===== src/rtl/video_sdram_arbiter.sv =====
// Two-requester arbiter for the SDRAM controller command port: video burst reads
// (priority) and single-word writes (promoted once they have waited WR_MAX_WAIT cycles).
module video_sdram_arbiter #(
  parameter int unsigned ADDR_W      = 24,
  parameter int unsigned DATA_W      = 16,
  parameter int unsigned BURST_LEN   = 8,
  parameter int unsigned WR_MAX_WAIT = 64
) (
  input  logic              clk,
  input  logic              rst_n,
  input  logic              vid_req,
  input  logic [ADDR_W-1:0] vid_addr,
  output logic              vid_gnt,
  output logic [DATA_W-1:0] vid_rdata,
  output logic              vid_rvalid,
  output logic              vid_done,
  input  logic              wr_req,
  input  logic [ADDR_W-1:0] wr_addr,
  input  logic [DATA_W-1:0] wr_data,
  output logic              wr_gnt,
  output logic              mem_cmd_valid,
  input  logic              mem_cmd_ready,
  output logic              mem_cmd_we,
  output logic [ADDR_W-1:0] mem_cmd_addr,
  output logic [DATA_W-1:0] mem_wdata,
  input  logic [DATA_W-1:0] mem_rdata,
  input  logic              mem_rvalid,
  output logic              err_stray
);

  localparam int unsigned BEAT_W = (BURST_LEN > 1) ? $clog2(BURST_LEN) : 1;
  localparam int unsigned WAIT_W = $clog2(WR_MAX_WAIT + 1);
  localparam logic [BEAT_W-1:0] LAST_BEAT  = BEAT_W'(BURST_LEN - 1);
  localparam logic [WAIT_W-1:0] WAIT_LIMIT = WAIT_W'(WR_MAX_WAIT);

  typedef enum logic [1:0] {
    IDLE,
    VID_CMD,
    VID_DATA,
    WR_CMD
  } state_t;

  state_t            state;
  logic [BEAT_W-1:0] beat_cnt;
  logic [WAIT_W-1:0] wait_cnt;
  logic              starve;
  logic              beat;

  always_comb begin
    starve     = (wait_cnt >= WAIT_LIMIT);
    beat       = (state == VID_DATA) && mem_rvalid;
    vid_gnt    = mem_cmd_valid && mem_cmd_ready && (state == VID_CMD);
    wr_gnt     = mem_cmd_valid && mem_cmd_ready && (state == WR_CMD);
    vid_rvalid = beat;
    vid_rdata  = beat ? mem_rdata : '0;
    vid_done   = beat && (beat_cnt == LAST_BEAT);
  end

  always_ff @(posedge clk or negedge rst_n) begin
    if (!rst_n) begin
      state         <= IDLE;
      beat_cnt      <= '0;
      mem_cmd_valid <= 1'b0;
      mem_cmd_we    <= 1'b0;
      mem_cmd_addr  <= '0;
      mem_wdata     <= '0;
    end else begin
      case (state)
        IDLE: begin
          if (wr_req && (starve || !vid_req)) begin
            state         <= WR_CMD;
            mem_cmd_valid <= 1'b1;
            mem_cmd_we    <= 1'b1;
            mem_cmd_addr  <= wr_addr;
            mem_wdata     <= wr_data;
          end else if (vid_req) begin
            state         <= VID_CMD;
            mem_cmd_valid <= 1'b1;
            mem_cmd_we    <= 1'b0;
            mem_cmd_addr  <= vid_addr;
          end
        end
        VID_CMD: begin
          if (mem_cmd_ready) begin
            state         <= VID_DATA;
            mem_cmd_valid <= 1'b0;
            beat_cnt      <= '0;
          end
        end
        VID_DATA: begin
          if (beat) begin
            beat_cnt <= beat_cnt + 1'b1;
            if (beat_cnt == LAST_BEAT) begin
              state <= IDLE;
            end
          end
        end
        WR_CMD: begin
          if (mem_cmd_ready) begin
            state         <= IDLE;
            mem_cmd_valid <= 1'b0;
          end
        end
        default: state <= IDLE;
      endcase
    end
  end

  // The wait counter keeps running during the IDLE decision cycle and video
  // phases, holds while the write command itself is waiting, and saturates.
  always_ff @(posedge clk or negedge rst_n) begin
    if (!rst_n) begin
      wait_cnt <= '0;
    end else if (!wr_req || wr_gnt) begin
      wait_cnt <= '0;
    end else if ((state != WR_CMD) && !starve) begin
      wait_cnt <= wait_cnt + 1'b1;
    end
  end

  always_ff @(posedge clk or negedge rst_n) begin
    if (!rst_n) begin
      err_stray <= 1'b0;
    end else if (mem_rvalid && (state != VID_DATA)) begin
      err_stray <= 1'b1;
    end
  end

endmodule


===== config.mk =====
export PLATFORM = sky130hd
export DESIGN_NAME = video_sdram_arbiter
export DESIGN_NICKNAME = d
export VERILOG_FILES = /design/src/rtl/video_sdram_arbiter.sv
export SDC_FILE = /design/constraint.sdc
export NUM_CORES = 1
export LEC_CHECK = 0
export ABC_AREA = 0
export CORE_ASPECT_RATIO = 0.8
export CORE_MARGIN = 2
export CORE_UTILIZATION = 40
export CTS_CLUSTER_SIZE = 28
export DETAILED_ROUTE_END_ITERATION = 7
export PLACE_DENSITY = 0.81
export SLEW_MARGIN = 20
export SYNTH_ARGS = -nofsm -noshare
export SYNTH_HDL_FRONTEND = slang
export SYNTH_SLANG_ARGS = --single-unit

===== constraint.sdc =====
create_clock -name clk -period 2 [get_ports clk]
set_input_delay 0.2 -clock clk [delete_from_list [all_inputs] [get_ports clk]]
set_output_delay 0.2 -clock clk [all_outputs]
set_load 0.005 [all_outputs]

Word level (Yosys, flattened, before mapping) --
Cells that the tools add are included.
Word-level totals: bits in registers 55, input port bits 86, output and inout bits 63, logic and storage cells 68
Operators by class: add/subtract/negate cells 2, $lt $le $gt $ge 1, equal/unequal tests 12, mux-type cells 21, reductions and logical operators 24
Operators with widths (count):
- $mux 24 | 2
- $mux 16 | 1
- $mux 7 | 2
- $mux 2 | 6
- $ne 2x2->1 const B | 5
- $logic_and 1x1->1 | 8
- $pmux 2 s4 | 1
- $reduce_bool 2->1 | 4
- $add 7x1->7 const B | 1
- $ge 7x7->1 const B | 1
- $mux 3 | 2
- $pmux 3 s2 | 1
- $reduce_and 3->1 | 2
- $mux 1 | 5
- $reduce_and 5->1 | 1
- $eq 2x2->1 const B | 2
- $ne 2x1->1 const B | 2
- $reduce_and 2->1 | 2
- $add 3x1->3 const B | 1
- $eq 3x3->1 const B | 1
- $logic_not 1->1 | 3
- $ne 3x3->1 const B | 1
- $eq 2x1->1 const B | 1
- $logic_not 2->1 | 1
- other kinds (3) | 4

Depth between registers and ports, before layout --
word-level depth 5, gate-level depth with buffers 7, depth with buffers taken out 4

Worst setup path after synthesis --
OpenSTA, ideal clock, no wires.
path type register -> register, start point register wait_cnt[6], end point register mem_wdata[10], setup time 0.125 ns, arrival 1.330 ns, data required time 1.875 ns, slack 0.545 ns, cell stages (with the launch flop) 6, buffers on the path 2, clock period less this slack 1.455 ns, cell sequence dfrtp_1 -> nand2b_1 -> buf_2 -> nand3_4 -> buf_2 -> mux2_2
Between the ends: cells in the longest elaborated chain, start to end 4
RTL lines:
- start: declaration | line 45 | logic [WAIT_W-1:0] wait_cnt;
- start signal: assignment | line 117 | wait_cnt <= wait_cnt + 1'b1;
- $ge 7x7->1 | line 50 | starve = (wait_cnt >= WAIT_LIMIT);
- $logic_or 1x1->1 | line 70 | if (wr_req && (starve || !vid_req)) begin
- $logic_and 1x1->1 | line 70
- $reduce_and 2->1 (no line)
- end signal: assignment | line 75 | mem_wdata <= wr_data;
- end: declaration | line 25 | output logic [DATA_W-1:0] mem_wdata,
Every way passes these cells. A chain may end at the register's enable or synchronous reset.

Final worst setup path --
start point register beat_cnt[0], end point output vid_done
Between the ends: cells in the longest elaborated chain, start to end 2
RTL lines:
- start: declaration | line 44 | logic [BEAT_W-1:0] beat_cnt;
- start signal: assignment | line 92 | beat_cnt <= beat_cnt + 1'b1;
- $eq 3x3->1 | line 56 | vid_done = beat && (beat_cnt == LAST_BEAT);
- $logic_and 1x1->1 | line 56
- end: declaration | line 16 | output logic vid_done,
Every way passes these cells.

==> flow_summary.html <==
<table>
<tr><th>Metric</th><th>Value</th></tr>
<tr><th colspan="2">STA</th></tr>
<tr><td>Post-Route Hold Slack</td><td>0.361 ns</td></tr>
<tr><td>Slew at the pin with the worst max-slew slack</td><td>0.658 ns</td></tr>
<tr><td>Period Utilization, post-route</td><td>0.962</td></tr>
<tr><td>Final Worst Setup Slack</td><td>0.0756 ns</td></tr>
<tr><td>Fmax achieved</td><td>520 MHz</td></tr>
<tr><td>RSZ-0062 raised after global routing</td><td>no</td></tr>
<tr><td>Post-route setup TNS</td><td>0 ns</td></tr>
<tr><td>Hold violation total from the final report</td><td>0</td></tr>
<tr><td>Final number of max-transition violations</td><td>0</td></tr>
<tr><td>Max transition margin</td><td>0.561</td></tr>
<tr><td>Clock period minus final worst setup slack</td><td>1.92 ns</td></tr>
<tr><td>Final setup violating endpoints</td><td>0</td></tr>
<tr><td>Worst clock skew</td><td>0.00426 ns</td></tr>
<tr><th colspan="2">Routing</th></tr>
<tr><td>Count of routing violations after the opening detailed-route iteration</td><td>100</td></tr>
<tr><td>ANT nets after route</td><td>0</td></tr>
<tr><td>Total length of routed wires</td><td>7.70 mm</td></tr>
<tr><td>Post-detailed-route via-to-cell ratio</td><td>5.10</td></tr>
<tr><td>Post-detailed-route DRC marker count</td><td>0</td></tr>
<tr><td>Number of vias after detailed routing</td><td>2594</td></tr>
<tr><td>Routed length per instance</td><td>15.1 um</td></tr>
<tr><td>1st-pass router iterations</td><td>4</td></tr>
<tr><th colspan="2">Final layout</th></tr>
<tr><td>Synthesis-to-finish area growth</td><td>59.7%</td></tr>
<tr><td>Number of inserted diodes</td><td>0</td></tr>
<tr><td>Utilization of the core after routing</td><td>0.658</td></tr>
<tr><td>Non-Filler Cell Area, Final</td><td>0.00453 mm2</td></tr>
<tr><td>Final layout net count</td><td>511</td></tr>
<tr><td>Ratio of cells with drive above 1 in the final layout</td><td>0.152</td></tr>
<tr><td>Filler Cells Inserted</td><td>581</td></tr>
<tr><td>Final cell count without fillers</td><td>509</td></tr>
<tr><th colspan="2">Logic synthesis</th></tr>
<tr><td>List of most frequent post-synthesis cells</td><td>55 x sky130_fd_sc_hd__dfrtp_1, 32 x sky130_fd_sc_hd__a21oi_1, 28 x sky130_fd_sc_hd__o21ai_0</td></tr>
<tr><td>Most instantiated library cell after synthesis</td><td>sky130_fd_sc_hd__dfrtp_1</td></tr>
<tr><td>Post-synthesis instance area</td><td>0.00284 mm2</td></tr>
<tr><td>Most instantiated flip-flop cell in the synthesis netlist</td><td>sky130_fd_sc_hd__dfrtp_1</td></tr>
<tr><td>Area contributors post-synth</td><td>sky130_fd_sc_hd__dfrtp_1 48%, sky130_fd_sc_hd__a31oi_2 8.8%, sky130_fd_sc_hd__mux2_2 6.3%</td></tr>
<tr><td>Post-synthesis register bit count</td><td>55</td></tr>
<tr><td>Post-synthesis sequential area ratio</td><td>0.485</td></tr>
<tr><td>Number of enable flip-flop cells after synthesis</td><td>0</td></tr>
<tr><td>Distinct cell type count after synthesis</td><td>36</td></tr>
<tr><td>Count of yosys warnings during synthesis</td><td>0</td></tr>
<tr><td>Average size of a mapped cell</td><td>10.4 um2</td></tr>
<tr><td>Cell count after synthesis</td><td>273</td></tr>
<tr><td>Synth Net Count</td><td>363</td></tr>
<tr><td>Area leader, netlist</td><td>sky130_fd_sc_hd__dfrtp_1</td></tr>
<tr><td>Async SR Flop Fraction</td><td>1.00</td></tr>
<tr><td>Top cell type's share of synthesized area</td><td>0.485</td></tr>
<tr><th colspan="2">Clock tree</th></tr>
<tr><td>Clock tree from TritonCTS</td><td>yes</td></tr>
<tr><td># Post-CTS Setup Buffers</td><td>0</td></tr>
<tr><td>CTS H-tree depth</td><td>2</td></tr>
<tr><td>Sink Count</td><td>55</td></tr>
<tr><td>Clock slew at the register clock pins of the worst setup and hold paths</td><td>0.09 ns</td></tr>
<tr><td>Maximum count of clock buffers along a single path</td><td>2</td></tr>
<tr><td>Insertion delay of the later-clocked pin in the worst-skew pair</td><td>0.30 ns</td></tr>
<tr><td>CTS Root Cell</td><td>sky130_fd_sc_hd__clkbuf_8</td></tr>
<tr><td>Number of buffers created by CTS</td><td>5</td></tr>
<tr><th colspan="2">GRT</th></tr>
<tr><td>First-pass GRT wire length</td><td>12.6 mm</td></tr>
<tr><td>Initial antenna violation count</td><td>0</td></tr>
<tr><td>Overall global routing resource usage</td><td>0.200</td></tr>
<tr><td>Congestion Overflow GR</td><td>0</td></tr>
<tr><td>Via count of the first global-routing pass</td><td>2601</td></tr>
<tr><td>Maximum number of pins on one net before global-route repair</td><td>28</td></tr>
<tr><th colspan="2">Die</th></tr>
<tr><td>Starting density of the core</td><td>0.412</td></tr>
<tr><td>Total Die Area</td><td>0.00779 mm2</td></tr>
<tr><td>Vert. Die Dim</td><td>79.4 um</td></tr>
<tr><td>Number of rows created at floorplan</td><td>27</td></tr>
<tr><td>Die span in x</td><td>98.2 um</td></tr>
<tr><td>Core box area</td><td>0.00689 mm2</td></tr>
<tr><td>I/O pin cnt</td><td>149</td></tr>
<tr><th colspan="2">Setup path</th></tr>
<tr><td>Kind of start point of the critical path</td><td>register</td></tr>
<tr><td>Worst setup EP type</td><td>output pin</td></tr>
<tr><td>Largest fanout of any net on the critical path</td><td>4</td></tr>
<tr><td>WP data required</td><td>1.80 ns</td></tr>
<tr><td>Crit-path slowest cell</td><td>sky130_fd_sc_hd__clkdlybuf4s50_1</td></tr>
<tr><td>Most Frequent Cell on Critical Path</td><td>sky130_fd_sc_hd__ha_1</td></tr>
<tr><td>Largest stage delay on the critical path</td><td>0.44 ns</td></tr>
<tr><td>WP data arrival</td><td>1.72 ns</td></tr>
<tr><td>Crit path cell chain</td><td>ha_1, ha_1, and3_1, clkdlybuf4s50_1</td></tr>
<tr><td>Start-to-end type of the worst setup path</td><td>register to output pin</td></tr>
<tr><th colspan="2">Place</th></tr>
<tr><td>Placed wire-length estimate</td><td>5.90 mm</td></tr>
<tr><td>Placed Cells</td><td>500</td></tr>
<tr><td>Setup Slack @ Placement</td><td>0.0191 ns</td></tr>
<tr><td>Placed Instance Area</td><td>0.00441 mm2</td></tr>
<tr><td>Routability congestion estimate from global placement</td><td>0.724</td></tr>
<tr><td>Number of input and output port buffers inserted</td><td>148</td></tr>
<tr><th colspan="2">Run</th></tr>
<tr><td>Maximum Capacitance Violations</td><td>0</td></tr>
<tr><th colspan="2">Power</th></tr>
<tr><td>Power density of the placed cells</td><td>1150 mW/mm2</td></tr>
<tr><td>Total design power</td><td>5.20 mW</td></tr>
<tr><td>Peak VDD IR</td><td>0.453 mV</td></tr>
<tr><td>Standby leakage power</td><td>1.82 nW</td></tr>
<tr><th colspan="2">Hold path</th></tr>
<tr><td>Worst min path class</td><td>input port to async pin</td></tr>
<tr><th colspan="2">Run status</th></tr>
<tr><td>Result of the run</td><td>finished, final reports clean</td></tr>
</table>
area by class of cell:
type	count	area, um2	share of cell area
Timing Repair Buffer	164	1610	0.354
Sequential cell	55	1380	0.304
Multi-Input combinational cell	189	1320	0.291
Tap cell	87	109	0.0240
Clock buffer	8	100	0.0221
Inverter	6	25.0	0.00552
state kept, by name, indices dropped and copies added, names as in the netlist:
name / cells
mem_cmd_addr: 24
mem_cmd_we: 1
mem_cmd_valid: 1
err_stray: 1
mem_wdata: 16
state: 2
beat_cnt: 3
wait_cnt: 7
repair_timing:
| action | 4_1_cts | 5_1_grt |
|---|---|---|
| hold endpoints to repair | 17 | 0 |
| gates resized for setup | 1 | 5 |
| setup endpoints to repair | 16 | 16 |
| hold buffers | 1 | 0 |
cells in the final DEF (no fill, tap or decap), types with 2 or more instances in the layout:
cell type	instances
sky130_fd_sc_hd__a21o_1	3
sky130_fd_sc_hd__a21oi_1	32
sky130_fd_sc_hd__a31oi_1	4
sky130_fd_sc_hd__a31oi_2	20
sky130_fd_sc_hd__and2_1	15
sky130_fd_sc_hd__and2_4	2
sky130_fd_sc_hd__and3_1	2
sky130_fd_sc_hd__buf_4	15
sky130_fd_sc_hd__clkbuf_8	7
sky130_fd_sc_hd__clkdlybuf4s50_1	144
sky130_fd_sc_hd__dfrtp_1	55
sky130_fd_sc_hd__dlymetal6s2s_1	3
sky130_fd_sc_hd__ha_1	4
sky130_fd_sc_hd__inv_1	5
sky130_fd_sc_hd__mux2_2	16
sky130_fd_sc_hd__nand2_1	5
sky130_fd_sc_hd__nand2b_1	4
sky130_fd_sc_hd__nand3_1	26
sky130_fd_sc_hd__nor2_1	7
sky130_fd_sc_hd__nor2b_1	2
sky130_fd_sc_hd__o21ai_0	28
sky130_fd_sc_hd__o22ai_1	2
sky130_fd_sc_hd__o31ai_1	2
sky130_fd_sc_hd__or3_1	3
where the power goes:
| part | total (mW) | internal [mW] | switching, mW |
|---|---|---|---|
| logic | 2.65 | 1.60 | 1.05 |
| clock network | 0.659 | 0.317 | 0.342 |
| registers | 1.89 | 1.61 | 0.279 |
routing by layer:
| layer | track usage | wire, um | up-vias |
|---|---|---|---|
| met5 | 0 | 0 | - |
| met4 | 0.0575 | 71 | 0 |
| met3 | 0.0475 | 539 | 6 |
| met2 | 0.347 | 3690 | 94 |
| met1 | 0.251 | 3390 | 1216 |
| li1 | - | - | 1278 |
worst paths after layout:
| path | start | slack, ns | endpoint | cells past startpoint |
|---|---|---|---|---|
| max reg2reg | state[1] | 0.33 | mem_cmd_addr[14] | 4 |
| max | beat_cnt[0] | 0.08 | vid_done | 4 |
| min | rst_n | 0.36 | mem_cmd_addr[17] | 2 |
| min in group clk | err_stray | 0.46 | err_stray | 1 |
| min reg2reg | err_stray | 0.46 | err_stray | 1 |
| max in group asynchronous | rst_n | 1.01 | mem_cmd_addr[14] | 3 |
worst max-delay path, delay by kind of cell, from the launching register on:
| kind | cells | cell delay [ns] |
|---|---|---|
| AND/OR/NAND/NOR | 1 | 0.15 |
| flip-flops | 1 | 0.42 |
| buffers and inverters | 1 | 0.44 |
| adder cells (fa/ha/maj) | 2 | 0.42 |
cells by family (layout without fill, tap and decap cells):
kind of cell	Yosys count	count (layout)	synth area share
AO/OA/AOI/OAI	95	95	0.231
AND/OR/NAND/NOR	72	72	0.145
flip-flops	55	55	0.485
buffers and inverters	29	178	0.0520
multiplexers	17	17	0.0670
adder cells (fa/ha/maj)	4	4	0.0176
XOR/XNOR	1	1	0.00309
Note: power is estimated with default switching activity, not from simulation.
